## src/rtl/cube_tally_if.sv

```systemverilog
// cube_tally_if -- producer handshake and bin read bus for cube_tally.
//   Producer side : in_valid, in_cube[11:0], in_last -> ; <- in_ready
//   Read side     : rd_en, rd_bin[3:0] -> ; <- rd_data[CNT_W-1:0], rd_valid
//   master : the producer / reader driving the block
//   slave  : the cube_tally block itself
interface cube_tally_if #(
    parameter int unsigned CNT_W = 12
);
    logic             in_valid;
    logic [11:0]      in_cube;
    logic             in_last;
    logic             in_ready;
    logic             rd_en;
    logic [3:0]       rd_bin;
    logic [CNT_W-1:0] rd_data;
    logic             rd_valid;

    modport master (
        output in_valid, in_cube, in_last, rd_en, rd_bin,
        input  in_ready, rd_data, rd_valid
    );

    modport slave (
        input  in_valid, in_cube, in_last, rd_en, rd_bin,
        output in_ready, rd_data, rd_valid
    );
endinterface

```

## src/rtl/cube_tally.sv

```systemverilog
// cube_tally -- histogram of cube edge-mask popcounts.
//   Each accepted 12-bit cube is reduced to its popcount (0..12) and the
//   matching bin plus a running total are incremented, saturating at
//   2^CNT_W-1 with a sticky overflow flag. A start pulse clears the tallies
//   and opens collection; the beat tagged in_last ends it, and once the
//   tally pipeline drains the block sits in DONE until the next start.
// Ports:
//   clk      : rising-edge clock
//   rst      : synchronous active-low reset
//   start    : one-cycle pulse, honoured in IDLE and DONE only
//   bus      : cube_tally_if.slave (cube handshake + one-cycle bin read)
//   total    : cubes tallied since the last start
//   busy     : high in COLLECT and FLUSH
//   done     : high in DONE until the next start
//   overflow : sticky, set by any saturated increment
// Optional feature: define CUBE_TALLY_FIFO_EN to place a 4-entry
// {in_last, in_cube} FIFO in front of the popcount stage.
module cube_tally #(
    parameter int unsigned CNT_W = 12
) (
    input  logic             clk,
    input  logic             rst,
    input  logic             start,
    cube_tally_if.slave      bus,
    output logic [CNT_W-1:0] total,
    output logic             busy,
    output logic             done,
    output logic             overflow
);

    localparam int unsigned     NUM_BINS = 13;
    localparam logic [CNT_W-1:0] CNT_MAX = '1;

    typedef enum logic [1:0] {
        IDLE,
        COLLECT,
        FLUSH,
        DONE
    } state_e;

    state_e           state_q, state_d;
    logic [CNT_W-1:0] bin_q [NUM_BINS];
    logic [CNT_W-1:0] bin_d [NUM_BINS];
    logic [CNT_W-1:0] total_q, total_d;
    logic             ovf_q, ovf_d;
    logic             s1_valid_q, s1_valid_d;
    logic [3:0]       s1_pop_q, s1_pop_d;
    logic [CNT_W-1:0] rd_data_q, rd_data_d;
    logic             rd_valid_q, rd_valid_d;

    logic             accept;
    logic             start_go;
    logic             feed_valid;
    logic [11:0]      feed_cube;
    logic             pipe_empty;

    function automatic logic [3:0] popcount12(input logic [11:0] v);
        logic [3:0] c;
        c = '0;
        for (int unsigned i = 0; i < 12; i++) begin
            c = c + {3'b000, v[i]};
        end
        return c;
    endfunction

    assign accept   = bus.in_valid & bus.in_ready;
    assign start_go = start & ((state_q == IDLE) | (state_q == DONE));

`ifdef CUBE_TALLY_FIFO_EN
    logic [12:0] fifo_mem_q [4];
    logic [12:0] fifo_mem_d [4];
    logic [2:0]  wr_ptr_q, wr_ptr_d;
    logic [2:0]  rd_ptr_q, rd_ptr_d;
    logic        fifo_empty;
    logic        fifo_full;
    logic [12:0] fifo_head;

    // Pointers carry one extra wrap bit so full and empty are distinguishable.
    assign fifo_empty   = (wr_ptr_q == rd_ptr_q);
    assign fifo_full    = (wr_ptr_q[2] != rd_ptr_q[2]) &&
                          (wr_ptr_q[1:0] == rd_ptr_q[1:0]);
    assign fifo_head    = fifo_mem_q[rd_ptr_q[1:0]];
    assign bus.in_ready = (state_q == COLLECT) & ~fifo_full;
    assign feed_valid   = ~fifo_empty;
    assign feed_cube    = fifo_head[11:0];
    assign pipe_empty   = fifo_empty & ~s1_valid_q;

    always_comb begin
        fifo_mem_d = fifo_mem_q;
        wr_ptr_d   = wr_ptr_q;
        rd_ptr_d   = rd_ptr_q;
        if (accept) begin
            fifo_mem_d[wr_ptr_q[1:0]] = {bus.in_last, bus.in_cube};
            wr_ptr_d = wr_ptr_q + 3'd1;
        end
        if (feed_valid) begin
            rd_ptr_d = rd_ptr_q + 3'd1;
        end
    end

    always_ff @(posedge clk) begin
        if (!rst) begin
            wr_ptr_q <= '0;
            rd_ptr_q <= '0;
        end else begin
            wr_ptr_q <= wr_ptr_d;
            rd_ptr_q <= rd_ptr_d;
        end
    end

    always_ff @(posedge clk) begin
        fifo_mem_q <= fifo_mem_d;
    end
`else
    assign bus.in_ready = (state_q == COLLECT);
    assign feed_valid   = accept;
    assign feed_cube    = bus.in_cube;
    assign pipe_empty   = ~s1_valid_q;
`endif

    // Next-state, tally pipeline and read port.
    always_comb begin
        state_d    = state_q;
        bin_d      = bin_q;
        total_d    = total_q;
        ovf_d      = ovf_q;
        s1_valid_d = 1'b0;
        s1_pop_d   = s1_pop_q;
        rd_valid_d = bus.rd_en;
        rd_data_d  = '0;

        case (state_q)
            IDLE, DONE: begin
                if (start_go) begin
                    state_d = COLLECT;
                end
            end
            COLLECT: begin
                if (accept && bus.in_last) begin
                    state_d = FLUSH;
                end
            end
            FLUSH: begin
                if (pipe_empty) begin
                    state_d = DONE;
                end
            end
            default: state_d = IDLE;
        endcase

        // Stage 1: register the popcount of the cube entering the pipeline.
        if (feed_valid) begin
            s1_valid_d = 1'b1;
            s1_pop_d   = popcount12(feed_cube);
        end

        // Stage 2: saturating increment of the selected bin and the total.
        if (s1_valid_q) begin
            for (int unsigned i = 0; i < NUM_BINS; i++) begin
                if (s1_pop_q == 4'(i)) begin
                    if (bin_q[i] == CNT_MAX) begin
                        ovf_d = 1'b1;
                    end else begin
                        bin_d[i] = bin_q[i] + 1'b1;
                    end
                end
            end
            if (total_q == CNT_MAX) begin
                ovf_d = 1'b1;
            end else begin
                total_d = total_q + 1'b1;
            end
        end

        // Start is only honoured while the pipeline is empty, so the clear
        // cannot collide with a live increment.
        if (start_go) begin
            for (int unsigned i = 0; i < NUM_BINS; i++) begin
                bin_d[i] = '0;
            end
            total_d = '0;
            ovf_d   = 1'b0;
        end

        // Reads sample the registered bins, so a same-cycle update is not
        // yet visible; indices 13..15 fall through to zero.
        if (bus.rd_en) begin
            for (int unsigned i = 0; i < NUM_BINS; i++) begin
                if (bus.rd_bin == 4'(i)) begin
                    rd_data_d = bin_q[i];
                end
            end
        end
    end

    always_ff @(posedge clk) begin
        if (!rst) begin
            state_q    <= IDLE;
            for (int unsigned i = 0; i < NUM_BINS; i++) begin
                bin_q[i] <= '0;
            end
            total_q    <= '0;
            ovf_q      <= 1'b0;
            s1_valid_q <= 1'b0;
            s1_pop_q   <= '0;
            rd_data_q  <= '0;
            rd_valid_q <= 1'b0;
        end else begin
            state_q    <= state_d;
            bin_q      <= bin_d;
            total_q    <= total_d;
            ovf_q      <= ovf_d;
            s1_valid_q <= s1_valid_d;
            s1_pop_q   <= s1_pop_d;
            rd_data_q  <= rd_data_d;
            rd_valid_q <= rd_valid_d;
        end
    end

    assign total        = total_q;
    assign overflow     = ovf_q;
    assign busy         = (state_q == COLLECT) | (state_q == FLUSH);
    assign done         = (state_q == DONE);
    assign bus.rd_data  = rd_data_q;
    assign bus.rd_valid = rd_valid_q;

endmodule

```

## src/flat_wrapper.sv

```systemverilog
// flat-port wrapper written by rule: the top's interface ports become plain ports
module cube_tally_flat 
#(
    parameter int unsigned CNT_W = 12
)
  (clk, rst, start, total, busy, done, overflow, bus_in_valid, bus_in_cube, bus_in_last, bus_rd_en, bus_rd_bin, bus_in_ready, bus_rd_data, bus_rd_valid);
  cube_tally_if #(.CNT_W(CNT_W)) bus_i ();
  input  logic clk;
  input  logic rst;
  input  logic start;
  output logic [CNT_W-1:0] total;
  output logic busy;
  output logic done;
  output logic overflow;
  input wire logic [$bits(bus_i.in_valid)-1:0] bus_in_valid;
  input wire logic [$bits(bus_i.in_cube)-1:0] bus_in_cube;
  input wire logic [$bits(bus_i.in_last)-1:0] bus_in_last;
  input wire logic [$bits(bus_i.rd_en)-1:0] bus_rd_en;
  input wire logic [$bits(bus_i.rd_bin)-1:0] bus_rd_bin;
  output wire logic [$bits(bus_i.in_ready)-1:0] bus_in_ready;
  output wire logic [$bits(bus_i.rd_data)-1:0] bus_rd_data;
  output wire logic [$bits(bus_i.rd_valid)-1:0] bus_rd_valid;
  assign bus_i.in_valid = bus_in_valid;
  assign bus_i.in_cube = bus_in_cube;
  assign bus_i.in_last = bus_in_last;
  assign bus_i.rd_en = bus_rd_en;
  assign bus_i.rd_bin = bus_rd_bin;
  assign bus_in_ready = bus_i.in_ready;
  assign bus_rd_data = bus_i.rd_data;
  assign bus_rd_valid = bus_i.rd_valid;
  cube_tally #(.CNT_W(CNT_W)) u_core (.clk(clk), .rst(rst), .start(start), .bus(bus_i), .total(total), .busy(busy), .done(done), .overflow(overflow));
endmodule
```

## config.mk

```make
export PLATFORM = sky130hd
export DESIGN_NAME = cube_tally_flat
export DESIGN_NICKNAME = d
export VERILOG_FILES = /design/src/rtl/cube_tally_if.sv /design/src/rtl/cube_tally.sv /design/src/flat_wrapper.sv
export SDC_FILE = /design/constraint.sdc
export NUM_CORES = 1
export LEC_CHECK = 0
export CAP_MARGIN = 25
export CORE_ASPECT_RATIO = 1.4
export CORE_MARGIN = 2
export CORE_UTILIZATION = 61
export DETAILED_ROUTE_END_ITERATION = 10
export PLACE_DENSITY = 0.8
export SYNTH_ARGS = -nofsm -noshare
export SYNTH_HDL_FRONTEND = slang
export SYNTH_SLANG_ARGS = --single-unit
export TNS_END_PERCENT = 50
```

## constraint.sdc

```tcl
create_clock -name clk -period 4.4 [get_ports clk]
set_clock_uncertainty 0.05 [all_clocks]
set_input_delay 0.88 -clock clk [delete_from_list [all_inputs] [get_ports clk]]
set_output_delay 0.88 -clock clk [all_outputs]
set_load 0.03 [all_outputs]
```

==> results of run 1 <==
cell families after synthesis:
group                    Yosys count
AO/OA/AOI/OAI                    178
flip-flops                       189
multiplexers                      32
XOR/XNOR                         141
buffers and inverters            120
adder cells (fa/ha/maj)           29
AND/OR/NAND/NOR                  631
how the worst max path moves through the flow:
stage          slack, ns                               to
2_1_floorplan       0.53  u_core.s1_pop_q[2]$_SDFFE_PN0P_
3_3_place_gp        0.05  u_core.s1_pop_q[2]$_SDFFE_PN0P_
3_5_place_dp      -0.008  u_core.s1_pop_q[2]$_SDFFE_PN0P_
4_1_cts             0.46  u_core.s1_pop_q[2]$_SDFFE_PN0P_
5_1_grt             0.37  u_core.s1_pop_q[2]$_SDFFE_PN0P_
6_report            0.47  u_core.s1_pop_q[2]$_SDFFE_PN0P_
worst reg2reg max path, stage by stage (launching register included):
cell and delay (ns):
dfxtp_1 0.55, nor2b_1 0.73, nand2_2 0.28, or3_1 0.42, or4_1 0.41, a21oi_1 0.15
metal layers:
layer / vias up / wire length, um / global-route usage
met4: 0 / 2070 / 0.200
met3: 146 / 1950 / 0.0672
met1: 4699 / 11200 / 0.374
met5: - / 0 / 0
met2: 456 / 14900 / 0.555
li1: 4747 / - / -
per-stage QoR:
stage               power (W)  setup TNS (ns)  worst slack (ns)  cells
floorplan             0.00227               0             0.530   1320
global placement      0.00247               0            0.0466   1539
detailed placement    0.00249        -0.00828          -0.00828   1542
CTS                   0.00410               0             0.460   1574
global route          0.00425               0             0.367   1578
finish                0.00409               0             0.472   1578
layout make-up:
class / instances / area (um^2)
multi-input combinational: 1011 / 6490
fill: 1407 / 5350
sequential: 189 / 3780
timing repair buffer: 69 / 636
clock buffer: 17 / 425
tap: 236 / 295
clock inverter: 15 / 200
inverter: 40 / 150
antenna: 1 / 2.50
registers in the layout, indices dropped and copies added, names as in the netlist:
name                 flops
u_core.bus.rd_data      12
u_core.s1_pop_q          4
u_core.bus.rd_valid      1
u_core.bin_q           156
u_core.total            12
u_core.overflow          1
u_core.state_q           2
u_core.s1_valid_q        1
where the power goes:
group / switching [W] / internal, W
clock: 0.000763 / 0.000874
combinational: 0.000450 / 0.000226
sequential: 0.0000452 / 0.00174
total: 0.00126 / 0.00283
Yosys cell counts (all sizes together), types with 3 or more instances:
cell type    n  area (um^2)
or3          9         56.3
and3        11         68.8
or4          8         63.8
nor4b        9         78.8
clkbuf      66          248
a222oi       5         50.1
nand2      102          393
o21ai       41          205
o211ai       8         60.1
a21oi       51          255
a211o        5         43.8
o31ai        5         42.5
xor2         7         61.3
dfxtp      189         3780
nor2b       14         87.6
a41o         3         30.0
nor3        44          225
or2          6         37.5
buf         14         78.8
fa           7          140
o31a         4         35.0
a21o         4         30.0
nor4        85          557
and4        13          114
nor3b       15          124
mux4         6          135
o2bb2ai      4         35.0
ha          22          275
mux2i       19          190
nand3       72          360
nand2b      10         62.6
a2111oi      5         43.8
and3b        4         35.0
and2         4         25.0
xnor2      134         1170
inv         38          143
nor2       185          702
o22ai       10         62.6
mux2         7         78.8
nand4       34          213
o221ai       8         70.1
a31oi        7         43.8
==> reports/results.env, run 1 <==
CPLARGESTDELAYFAMILY='adder cells'
CTS_INSERTED_BUFFERS=17
SYNTH-COMPOUND-AREA-SHARE=0.108
WORSTHOLDPATHCELLS=2
TIGHTEST_SLEW_NS=1.03
MOSTFREQUENTLAYOUTCELLS='189 x dfxtp_1, 184 x nor2_1, 134 x xnor2_1, 99 x nand2_1, 81 x nor4_1'
CTS_HTREE_LEVELS=4
DIE_HEIGHT_UM=161
REQUIRED_NS=4.69
CTS-RESIZED-GATES=0
SYNTH_TOP_FAMILY_BY_AREA='simple AND/OR/NAND/NOR gates'
INITIAL_UTILIZATION=0.620
GRT_PASS1_WL_UM=48100
CRIT_BUF_INV=3
CRITICAL_PATH.ENDPOINT_TYPE='flop'
MOST_FREQUENTLY_USED_FLOP_MASTER_AFTER_SYNTHESIS='dfxtp_1'
PLACE_HPWL_UM=21700
CLOCK_TREE.BUFFER_DEPTH=2
FINALWEIGHTEDCONGESTION=1.00
FINAL.MIN_CLOCK_PERIOD_NS=3.93
SETUP_VIOL_COUNT_FINAL=0
CRITICAL_PATH.REG2REG.STARTPOINT='u_core.s1_pop_q[0]$_SDFFE_PN0P_'
YOSYS_WARNINGS=0
POST_SYNTHESIS_CELL_AREA_UM2=10700
TIMING.HOLD.WORST_ENDPOINT='u_core.bin_q[83]$_SDFFE_PP0P_'
AVGSYNTHCELLAREA_UM2=8.14
ROUTE.DETAILED.DRC=0
PIN_COUNT=51
VIAS=10000
DRT.ANTENNA.VIOLATING_NETS=0
DETAIL_ROUTE.WIRELENGTH_UM=30100
ADDER_AND_MAJORITY_GATE_PORTION_OF_THE_SYNTHESIZED_AREA=0.0387
SHARE_OF_FLIP_FLOPS_WITH_AN_ASYNCHRONOUS_SET_OR_RESET_AFTER_SYNTHESIS=0
FINALHOLDWORSTSLACK_NS=0.435
FINAL_CORE_UTILIZATION=0.691
CRITPATHMOSTFREQUENTCELL='fa_1'
DESIGN.DIE.AREA_UM2=18700
FMAXACHIEVABLE_MHz=255
SEQ_AREA_FRAC_SYNTH=0.352
CP-STARTPOINT='bus_in_cube[0]'
CRIT_PATH_TOP_DELAY_CELL='fa_1'
UNIQUE_MASTERS_POST_SYNTH=73
SYNTHSIMPLEGATEAREAFRAC=0.304
LAYOUT_COMMONEST_CELL='dfxtp_1'
CORE_UM2=17300
FLOW.AREA_GROWTH_FROM_SYNTHESIS_PCT=11.5
CTS_TREE='done'
CTS_POST_SETUP_BUFFERS_INSERTED=0
IR_WORST_VDD_mV=0.238
OUTCOME='completed'
GRT_OVERFLOW=0
SYN_NETS=1371
PATH_CELLS='clkdlybuf4s50_1, ha_1, inv_1, fa_1, fa_1, fa_1, inv_1, fa_1, fa_1, xnor2_1, nand2_1, o211a_1'
CLK-INSERTION-DELAY-LATE_NS=0.44
FIRST_PASS_ITERS=5
GRT_USE_TOTAL=0.328
ROUTED_WIRE_LENGTH_PER_INSTANCE_UM=19.1
SYNTHESIS.INSTANCES=1320
TIMING.REG2REG.SETUP_SLACK_NS=1.75
GRT_MAX_DEGREE=72
CRITPATHKIND='primary input to flop'
SYNTHXORXNORAREAFRAC=0.115
POWER_DENSITY_nW_PER_UM2=342
SLEW-LIMIT-HEADROOM=0.308
HOLDBUFCOUNTCTS=0
R2R.WORST_PATH.CELLS=5
REGTOREGENDPOINT='u_core.bin_q[82]$_SDFFE_PP0P_'
YS_SEQ_ELEMENTS=189
DIE_W_UM=116
CLKTRANSATPATHREGS_NS=0.07
WORST_EP_ARRIVAL_TIME_NS=4.22
CELLLEAKAGEPOWER_nW=3.81
PORT_BUFFERS=50
FINALCRITPERIODSHARE=0.893
CRITPATHMAXFANOUT=2
MAX_CAPACITANCE_VIOLATION_COUNT=0
NUMCLOCKSINKS=189
SYNTHMUXAREASHARE=0.0376
DETAIL_ROUTE.ITER0.VIOLATIONS=1041
WORST_HOLD_PATH_TYPE='flop to flop'
UNREPAIRED_SETUP_ENDPOINTS_AFTER_GLOBAL_ROUTING='false'
CRITPATHMAXSTAGEDELAY_NS=0.49
WORST_HOLD_STARTPOINT='u_core.bin_q[83]$_SDFFE_PP0P_'
DRIVE_GT1_FRAC=0.0664
CRITPATHLAUNCHTYPE='primary input'
CP.DEPTH=12
FIRST_GLOBAL_VIAS=9278
VIA_PER_INST=6.37
TIMING_HOLD_VIOLATIONS_FINAL=0
INITIAL_ANTENNA_VIOLATION_COUNT=1
SLEW_VIOL_FINAL=0
DESIGN_AREA_UM2=12000
SYNTH_EDF_COUNT=0
ROW_COUNT=57
DPL_CELL_AREA_UM2=11300
FINAL_NETS=1379
CLOCK_TREE.ROOT_CELL='clkbuf_16'
Note: power is estimated with default switching activity, not from simulation.
==> inputs of run 2 (changes only) <==
--- a/config.mk
+++ b/config.mk
@@ -7,10 +7,11 @@
 export LEC_CHECK = 0
 export CAP_MARGIN = 25
 export CORE_ASPECT_RATIO = 1.4
-export CORE_MARGIN = 2
+export CORE_MARGIN = 8
 export CORE_UTILIZATION = 61
 export DETAILED_ROUTE_END_ITERATION = 10
 export PLACE_DENSITY = 0.8
+export RECOVER_POWER = 25
 export SYNTH_ARGS = -nofsm -noshare
 export SYNTH_HDL_FRONTEND = slang
 export SYNTH_SLANG_ARGS = --single-unit
==> reports/results.env, run 2 (synthesized netlist as in run 1, its figures left out) <==
OUTCOME='finished, violations left'  # was completed
VIOLATIONS_IN_THE_FINAL_REPORTS='max-capacitance violations, max-slew violations'
FINAL_CORE_UTILIZATION=0.687  # was 0.691
WORST_HOLD_STARTPOINT='u_core.bin_q[83]$_SDFFE_PP0P_'  # unchanged
TIMING.REG2REG.SETUP_SLACK_NS=1.23  # was 1.75 ns
CRIT_PATH_TOP_DELAY_CELL='fa_1'  # unchanged
CLK-INSERTION-DELAY-LATE_NS=0.45  # was 0.44 ns
FINALWEIGHTEDCONGESTION=1.04  # was 1.00
DRIVE_GT1_FRAC=0.0635  # was 0.0664
DESIGN_AREA_UM2=11900  # was 12000 um^2
IR_WORST_VDD_mV=0.255  # was 0.238 mV
UNREPAIRED_SETUP_ENDPOINTS_AFTER_GLOBAL_ROUTING='false'  # unchanged
WORST_EP_ARRIVAL_TIME_NS=4.31  # was 4.22 ns
VIAS=10000  # about the same
FIN_TOTAL_PWR_W=0.00396  # was 0.00409 W
TIMING.HOLD.WORST_ENDPOINT='u_core.bin_q[83]$_SDFFE_PP0P_'  # unchanged
CRITPATHMAXFANOUT=2  # unchanged
CTS-RESIZED-GATES=0  # unchanged
DRT.ANTENNA.VIOLATING_NETS=0  # unchanged
NUMCLOCKSINKS=189  # unchanged
CRITPATHMOSTFREQUENTCELL='fa_1'  # unchanged
MOSTFREQUENTLAYOUTCELLS='189 x dfxtp_1, 184 x nor2_1, 134 x xnor2_1, 100 x nand2_1, 81 x nor4_1'  # was 189 x dfxtp_1, 184 x nor2_1, 134 x xnor2_1, 99 x nand2_1, 81 x nor4_1
GRT_PASS1_WL_UM=48400  # was 48100 um
WORSTHOLDPATHCELLS=2  # unchanged
TIGHTEST_SLEW_NS=1.89  # was 1.03 ns
CLOCK_TREE.ROOT_CELL='clkbuf_16'  # unchanged
FILL_CELLS=1449  # was 1407
DETAIL_ROUTE.ITER0.VIOLATIONS=1012  # was 1041
R2R.WORST_PATH.CELLS=7  # was 5
TOTALNEGATIVESETUPSLACK_NS=0  # unchanged
INITIAL_UTILIZATION=0.620  # unchanged
WORST_HOLD_PATH_TYPE='flop to flop'  # unchanged
TIMING_HOLD_VIOLATIONS_FINAL=0  # unchanged
LARGEST_REG_FLOPS=156  # unchanged
FIRST_PASS_ITERS=6  # was 5
DETAIL_ROUTE.WIRELENGTH_UM=30000  # was 30100 um
PORT_BUFFERS=50  # unchanged
CRITPATHLAUNCHTYPE='primary input'  # unchanged
POWER_DENSITY_nW_PER_UM2=332  # was 342 nW/um^2
REGTOREGENDPOINT='u_core.bin_q[21]$_SDFFE_PP0P_'  # was u_core.bin_q[82]$_SDFFE_PP0P_
LARGEST_REGISTER_BY_FLOP_COUNT='u_core.bin_q'  # unchanged
CORE_UM2=17300  # unchanged
INITIAL_ANTENNA_VIOLATION_COUNT=1  # unchanged
FINAL.MIN_CLOCK_PERIOD_NS=4.03  # was 3.93 ns
DESIGN.DIE.AREA_UM2=22200  # was 18700 um^2
DPL_CELL_AREA_UM2=11300  # about the same
DIE_HEIGHT_UM=173  # was 161 um
SETUP_VIOL_COUNT_FINAL=0  # unchanged
CLOCK_TREE.BUFFER_DEPTH=2  # unchanged
FMAXACHIEVABLE_MHz=248  # was 255 MHz
CRITPATHKIND='primary input to flop'  # unchanged
DIE_W_UM=128  # was 116 um
ROUTE.DETAILED.DRC=0  # unchanged
CRITICAL_PATH.REG2REG.STARTPOINT='u_core.state_q[0]$_SDFFE_PN0P_'  # was u_core.s1_pop_q[0]$_SDFFE_PN0P_
HOLDBUFCOUNTCTS=0  # unchanged
CRITICAL_PATH.ENDPOINT_TYPE='flop'  # unchanged
PLACE_HPWL_UM=22000  # was 21700 um
MAX_CAPACITANCE_VIOLATION_COUNT=1  # was 0
CLKTRANSATPATHREGS_NS=0.07  # about the same
CRITPATHMAXSTAGEDELAY_NS=0.53  # was 0.49 ns
SLEW_VIOL_FINAL=54  # was 0
GRT_MAX_DEGREE=59  # was 72
LAYOUT_COMMONEST_CELL='dfxtp_1'  # unchanged
FIRST_GLOBAL_VIAS=9639  # was 9278
REQUIRED_NS=4.69  # about the same
FINALCRITPERIODSHARE=0.915  # was 0.893
GRT_OVERFLOW=0  # unchanged
GRT_USE_TOTAL=0.272  # was 0.328
FINAL_NETS=1377  # was 1379
PATH_CELLS='clkdlybuf4s50_1, ha_1, inv_1, fa_1, fa_1, fa_1, inv_1, fa_1, fa_1, xnor2_1, nand2_1, o211a_1'  # unchanged
CTS_HTREE_LEVELS=4  # unchanged
PIN_COUNT=51  # unchanged
ROUTED_WIRE_LENGTH_PER_INSTANCE_UM=19.1  # about the same
CELLLEAKAGEPOWER_nW=3.77  # was 3.81 nW
VIA_PER_INST=6.36  # was 6.37
SLEW-LIMIT-HEADROOM=-0.263  # was 0.308
ROW_COUNT=57  # unchanged
CTS_INSERTED_BUFFERS=17  # unchanged
FLOW.AREA_GROWTH_FROM_SYNTHESIS_PCT=10.8  # was 11.5%
CTS_POST_SETUP_BUFFERS_INSERTED=0  # unchanged
CTS_TREE='done'  # unchanged
## run 2: per-layer routing
layer  vias to the layer above  part of all wire  GRT usage
met3                       130             0.056     0.0493
met5                         -                 0          0
met4                         0             0.078      0.211
met2                       412              0.49      0.469
li1                       4746                 -          -
met1                      4732              0.37      0.285
## run 2: worst max-delay path: cells and delay by family
family / cells / cell delay (ns)
simple gates: 1 / 0.07
xor+xnor: 1 / 0.14
compound gates: 1 / 0.13
buf+inv: 3 / 0.54
fa+ha+maj: 6 / 2.55
## run 2: report_power, final
group | internal, W | switching (W) | total, W | leakage [nW]
clock | 0.000754 | 0.000753 | 0.00151 | 0.277
sequential | 0.00174 | 0.0000446 | 0.00178 | 1.52
combinational | 0.000227 | 0.000445 | 0.000671 | 1.97
total | 0.00272 | 0.00124 | 0.00396 | 3.77
## run 2: area by class of cell
type | count | area [um^2] | share of cell area
timing repair buffer | 67 | 628 | 0.0528
inverter | 40 | 150 | 0.0126
clock inverter | 15 | 148 | 0.0124
antenna | 1 | 2.50 | 0.000210
clock buffer | 17 | 425 | 0.0357
tap | 236 | 295 | 0.0248
sequential | 189 | 3780 | 0.318
multi-input combinational | 1011 | 6470 | 0.544
## run 2: how the worst max path moves through the flow
stage	endpoint	slack, ns	depth (start not counted)	from
global placement	u_core.s1_pop_q[2]$_SDFFE_PN0P_	0.05	12	bus_in_cube[0]
finish	u_core.s1_pop_q[2]$_SDFFE_PN0P_	0.37	12	bus_in_cube[0]
CTS	u_core.s1_pop_q[2]$_SDFFE_PN0P_	0.35	12	bus_in_cube[0]
global route	u_core.s1_pop_q[2]$_SDFFE_PN0P_	0.22	12	bus_in_cube[0]
detailed placement	u_core.s1_pop_q[2]$_SDFFE_PN0P_	-0.02	12	bus_in_cube[0]
floorplan	u_core.s1_pop_q[2]$_SDFFE_PN0P_	0.53	11	bus_in_cube[0]
## run 2: stage by stage
step / hold WS (ns) / std cells / setup slack, ns
global route: 0.470 / 1576 / 0.219
global placement: 0.417 / 1540 / 0.0519
CTS: 0.443 / 1575 / 0.345
detailed placement: 0.429 / 1543 / -0.0187
floorplan: 0.397 / 1320 / 0.530
finish: 0.451 / 1576 / 0.372
==> inputs of run 3 (changes only) <==
--- a/config.mk
+++ b/config.mk
@@ -8,10 +8,12 @@
 export CAP_MARGIN = 25
 export CORE_ASPECT_RATIO = 1.4
 export CORE_MARGIN = 8
-export CORE_UTILIZATION = 61
+export CORE_UTILIZATION = 25
 export DETAILED_ROUTE_END_ITERATION = 10
-export PLACE_DENSITY = 0.8
+export DONT_BUFFER_PORTS = 1
+export PLACE_DENSITY = 0.38
 export RECOVER_POWER = 25
+export SLEW_MARGIN = 25
 export SYNTH_ARGS = -nofsm -noshare
 export SYNTH_HDL_FRONTEND = slang
 export SYNTH_SLANG_ARGS = --single-unit
==> reports/results.env, run 3 (synthesized netlist as in run 1, its figures left out) <==
ROW_COUNT=90  # was 57
OUTCOME='finished, violations left'  # unchanged
IR_WORST_VDD_mV=0.300  # was 0.255 mV
CRITICAL_PATH.REG2REG.STARTPOINT='u_core.state_q[0]$_SDFFE_PN0P_'  # unchanged
REQUIRED_NS=4.71  # was 4.69 ns
CLKTRANSATPATHREGS_NS=0.08  # was 0.07 ns
FMAXACHIEVABLE_MHz=284  # was 248 MHz
INTERNAL-POWER_W=0.00283  # was 0.00272 W
PATH_CELLS='ha_1, inv_1, fa_1, fa_1, fa_1, inv_1, fa_1, fa_1, xnor2_1, nand2_1, o211a_1'  # was clkdlybuf4s50_1, ha_1, inv_1, fa_1, fa_1, fa_1, inv_1, fa_1, fa_1, xnor2_1, nand2_1, o211a_1
SLEW-LIMIT-HEADROOM=-0.250  # was -0.263
TOTALNEGATIVESETUPSLACK_NS=0  # unchanged
FIRST_GLOBAL_VIAS=9205  # was 9639
LARGEST_REG_FLOPS=156  # unchanged
DRIVE_GT1_FRAC=0.0654  # was 0.0635
SETUP_VIOL_COUNT_FINAL=0  # unchanged
CTS_INSERTED_BUFFERS=17  # unchanged
FIN_TOTAL_PWR_W=0.00408  # was 0.00396 W
CTS_TREE='done'  # unchanged
CLOCK_TREE.BUFFER_DEPTH=2  # unchanged
GRT_USE_TOTAL=0.151  # was 0.272
POWER.SHARE.CLOCK=0.411  # was 0.381
PLACE_WS_NS=0.384  # was -0.0187 ns
PLACE_HPWL_UM=28000  # was 22000 um
UNREPAIRED_SETUP_ENDPOINTS_AFTER_GLOBAL_ROUTING='false'  # unchanged
DRT.ANTENNA.VIOLATING_NETS=0  # unchanged
GRT_PASS1_WL_UM=57200  # was 48400 um
GRT_MAX_DEGREE=89  # was 59
WORST_HOLD_STARTPOINT='u_core.bin_q[83]$_SDFFE_PP0P_'  # unchanged
CRITPATHMOSTFREQUENTCELL='fa_1'  # unchanged
PIN_COUNT=51  # unchanged
VIA_PER_INST=5.14  # was 6.36
CORE_UM2=42800  # was 17300 um^2
DESIGN.DIE.AREA_UM2=49900  # was 22200 um^2
WORST_HOLD_PATH_TYPE='flop to flop'  # unchanged
DETAIL_ROUTE.WIRELENGTH_UM=37200  # was 30000 um
FINAL_SETUP_SLACK_OF_THE_WORST_PATH_NS=0.882  # was 0.372 ns
DIE_W_UM=191  # was 128 um
CRIT_PATH_TOP_DELAY_CELL='fa_1'  # unchanged
CELLLEAKAGEPOWER_nW=3.57  # was 3.77 nW
WORSTHOLDPATHCELLS=2  # unchanged
FLOW.AREA_GROWTH_FROM_SYNTHESIS_PCT=10.3  # was 10.8%
FIRST_PASS_ITERS=7  # was 6
SW_FRAC_OF_TOTAL=0.307  # was 0.314
CRITICAL_PATH.ENDPOINT_TYPE='flop'  # unchanged
FINAL_NETS=1323  # was 1377
LAYOUT_COMMONEST_CELL='dfxtp_1'  # unchanged
CRITPATHKIND='primary input to flop'  # unchanged
INITIAL_UTILIZATION=0.251  # was 0.620
GRT_OVERFLOW=0  # unchanged
CRITPATHMAXSTAGEDELAY_NS=0.49  # was 0.53 ns
LARGEST_REGISTER_BY_FLOP_COUNT='u_core.bin_q'  # unchanged
REGTOREGENDPOINT='u_core.bin_q[16]$_SDFFE_PP0P_'  # was u_core.bin_q[21]$_SDFFE_PP0P_
HOLDBUFCOUNTCTS=0  # unchanged
ROUTED_WIRE_LENGTH_PER_INSTANCE_UM=20.2  # was 19.1 um
POWER.SHARE.COMBINATIONAL=0.146  # was 0.170
MAX_CAPACITANCE_VIOLATION_COUNT=1  # unchanged
POWER.SHARE.SEQUENTIAL=0.443  # was 0.450
SWITCHING_POWER_W=0.00125  # was 0.00124 W
CP-STARTPOINT='bus_in_cube[0]'  # unchanged
NUMCLOCKSINKS=189  # unchanged
MOSTFREQUENTLAYOUTCELLS='189 x dfxtp_1, 184 x nor2_1, 134 x xnor2_1, 99 x nand2_1, 81 x nor4_1'  # was 189 x dfxtp_1, 184 x nor2_1, 134 x xnor2_1, 100 x nand2_1, 81 x nor4_1
DIE_HEIGHT_UM=261  # was 173 um
FINAL.MIN_CLOCK_PERIOD_NS=3.52  # was 4.03 ns
R2R.WORST_PATH.CELLS=6  # was 7
TIMING.HOLD.WORST_ENDPOINT='u_core.bin_q[83]$_SDFFE_PP0P_'  # unchanged
CRITPATHMAXFANOUT=2  # unchanged
POWER_DENSITY_nW_PER_UM2=345  # was 332 nW/um^2
CRITPATHLAUNCHTYPE='primary input'  # unchanged
FINALCRITPERIODSHARE=0.800  # was 0.915
CTS_HTREE_LEVELS=4  # unchanged
FINALWEIGHTEDCONGESTION=0.842  # was 1.04
TIMING_HOLD_VIOLATIONS_FINAL=0  # unchanged
TIGHTEST_SLEW_NS=1.87  # was 1.89 ns
CTS-RESIZED-GATES=0  # unchanged
WORST_EP_ARRIVAL_TIME_NS=3.83  # was 4.31 ns
CLOCK_TREE.ROOT_CELL='clkbuf_16'  # unchanged
FILL_CELLS=4628  # was 1449
SLEW_VIOL_FINAL=89  # was 54
PORT_BUFFERS=0  # was 50
INITIAL_ANTENNA_VIOLATION_COUNT=0  # was 1
VIOLATIONS_IN_THE_FINAL_REPORTS='max-capacitance violations, max-slew violations'  # unchanged
DETAIL_ROUTE.ITER0.VIOLATIONS=553  # was 1012
CTS_POST_SETUP_BUFFERS_INSERTED=0  # unchanged
ANTENNA_CELLS_INSERTED=0  # was 1
CLK-INSERTION-DELAY-LATE_NS=0.47  # was 0.45 ns
TIMING.REG2REG.SETUP_SLACK_NS=1.32  # was 1.23 ns
VIAS=9435  # was 10.0k
ROUTE.DETAILED.DRC=0  # unchanged
## run 3: layout make-up
type	count	area, um^2	share of cell area
Clock buffer	18	439	0.0371
Clock inverter	14	183	0.0154
Inverter	40	150	0.0127
Multi-Input combinational cell	1011	6500	0.549
Sequential cell	189	3780	0.319
Tap cell	552	691	0.0583
Timing Repair Buffer	13	93.8	0.00792
## run 3: worst max path at each step
stage / cells past startpoint / slack [ns] / endpoint
finish: 11 / 0.88 / u_core.s1_pop_q[2]$_SDFFE_PN0P_
floorplan: 11 / 0.53 / u_core.s1_pop_q[2]$_SDFFE_PN0P_
global placement: 11 / 0.41 / u_core.s1_pop_q[2]$_SDFFE_PN0P_
CTS: 11 / 0.89 / u_core.s1_pop_q[2]$_SDFFE_PN0P_
detailed placement: 11 / 0.38 / u_core.s1_pop_q[2]$_SDFFE_PN0P_
global route: 11 / 0.77 / u_core.s1_pop_q[2]$_SDFFE_PN0P_
## run 3: power groups by stage
stage / registers (W) / clock network (W) / logic (W)
finish: 0.00181 / 0.00168 / 0.000597
global route: 0.00181 / 0.00181 / 0.000670
CTS: 0.00181 / 0.00174 / 0.000622
detailed placement: 0.00185 / 0 / 0.000619
global placement: 0.00185 / 0 / 0.000617
floorplan: 0.00181 / 0 / 0.000462
## run 3: per-layer routing
layer / GRT usage / wire (um) / up-vias
met2: 0.276 / 19800 / 185
met1: 0.172 / 15200 / 4557
met4: 0.0647 / 1010 / 0
met5: 0 / 0 / -
li1: - / - / 4651
met3: 0.0213 / 1120 / 42
## run 3: worst max-delay path: cells and delay by family
| kind | cells | cell delay [ns] |
|---|---|---|
| AND/OR/NAND/NOR | 1 | 0.08 |
| AO/OA/AOI/OAI | 1 | 0.13 |
| XOR/XNOR | 1 | 0.14 |
| buffers and inverters | 2 | 0.12 |
| adder cells (fa/ha/maj) | 6 | 2.48 |
## run 3: metrics by stage
stage	hold WS, ns	util	cells	area, um^2
CTS	0.443	0.277	1837	11900
detailed placement	0.431	0.263	1805	11200
finish	0.443	0.277	1837	11800
floorplan	0.397	-	1320	10700
global route	0.470	0.277	1837	11800
global placement	0.418	0.262	1805	11200
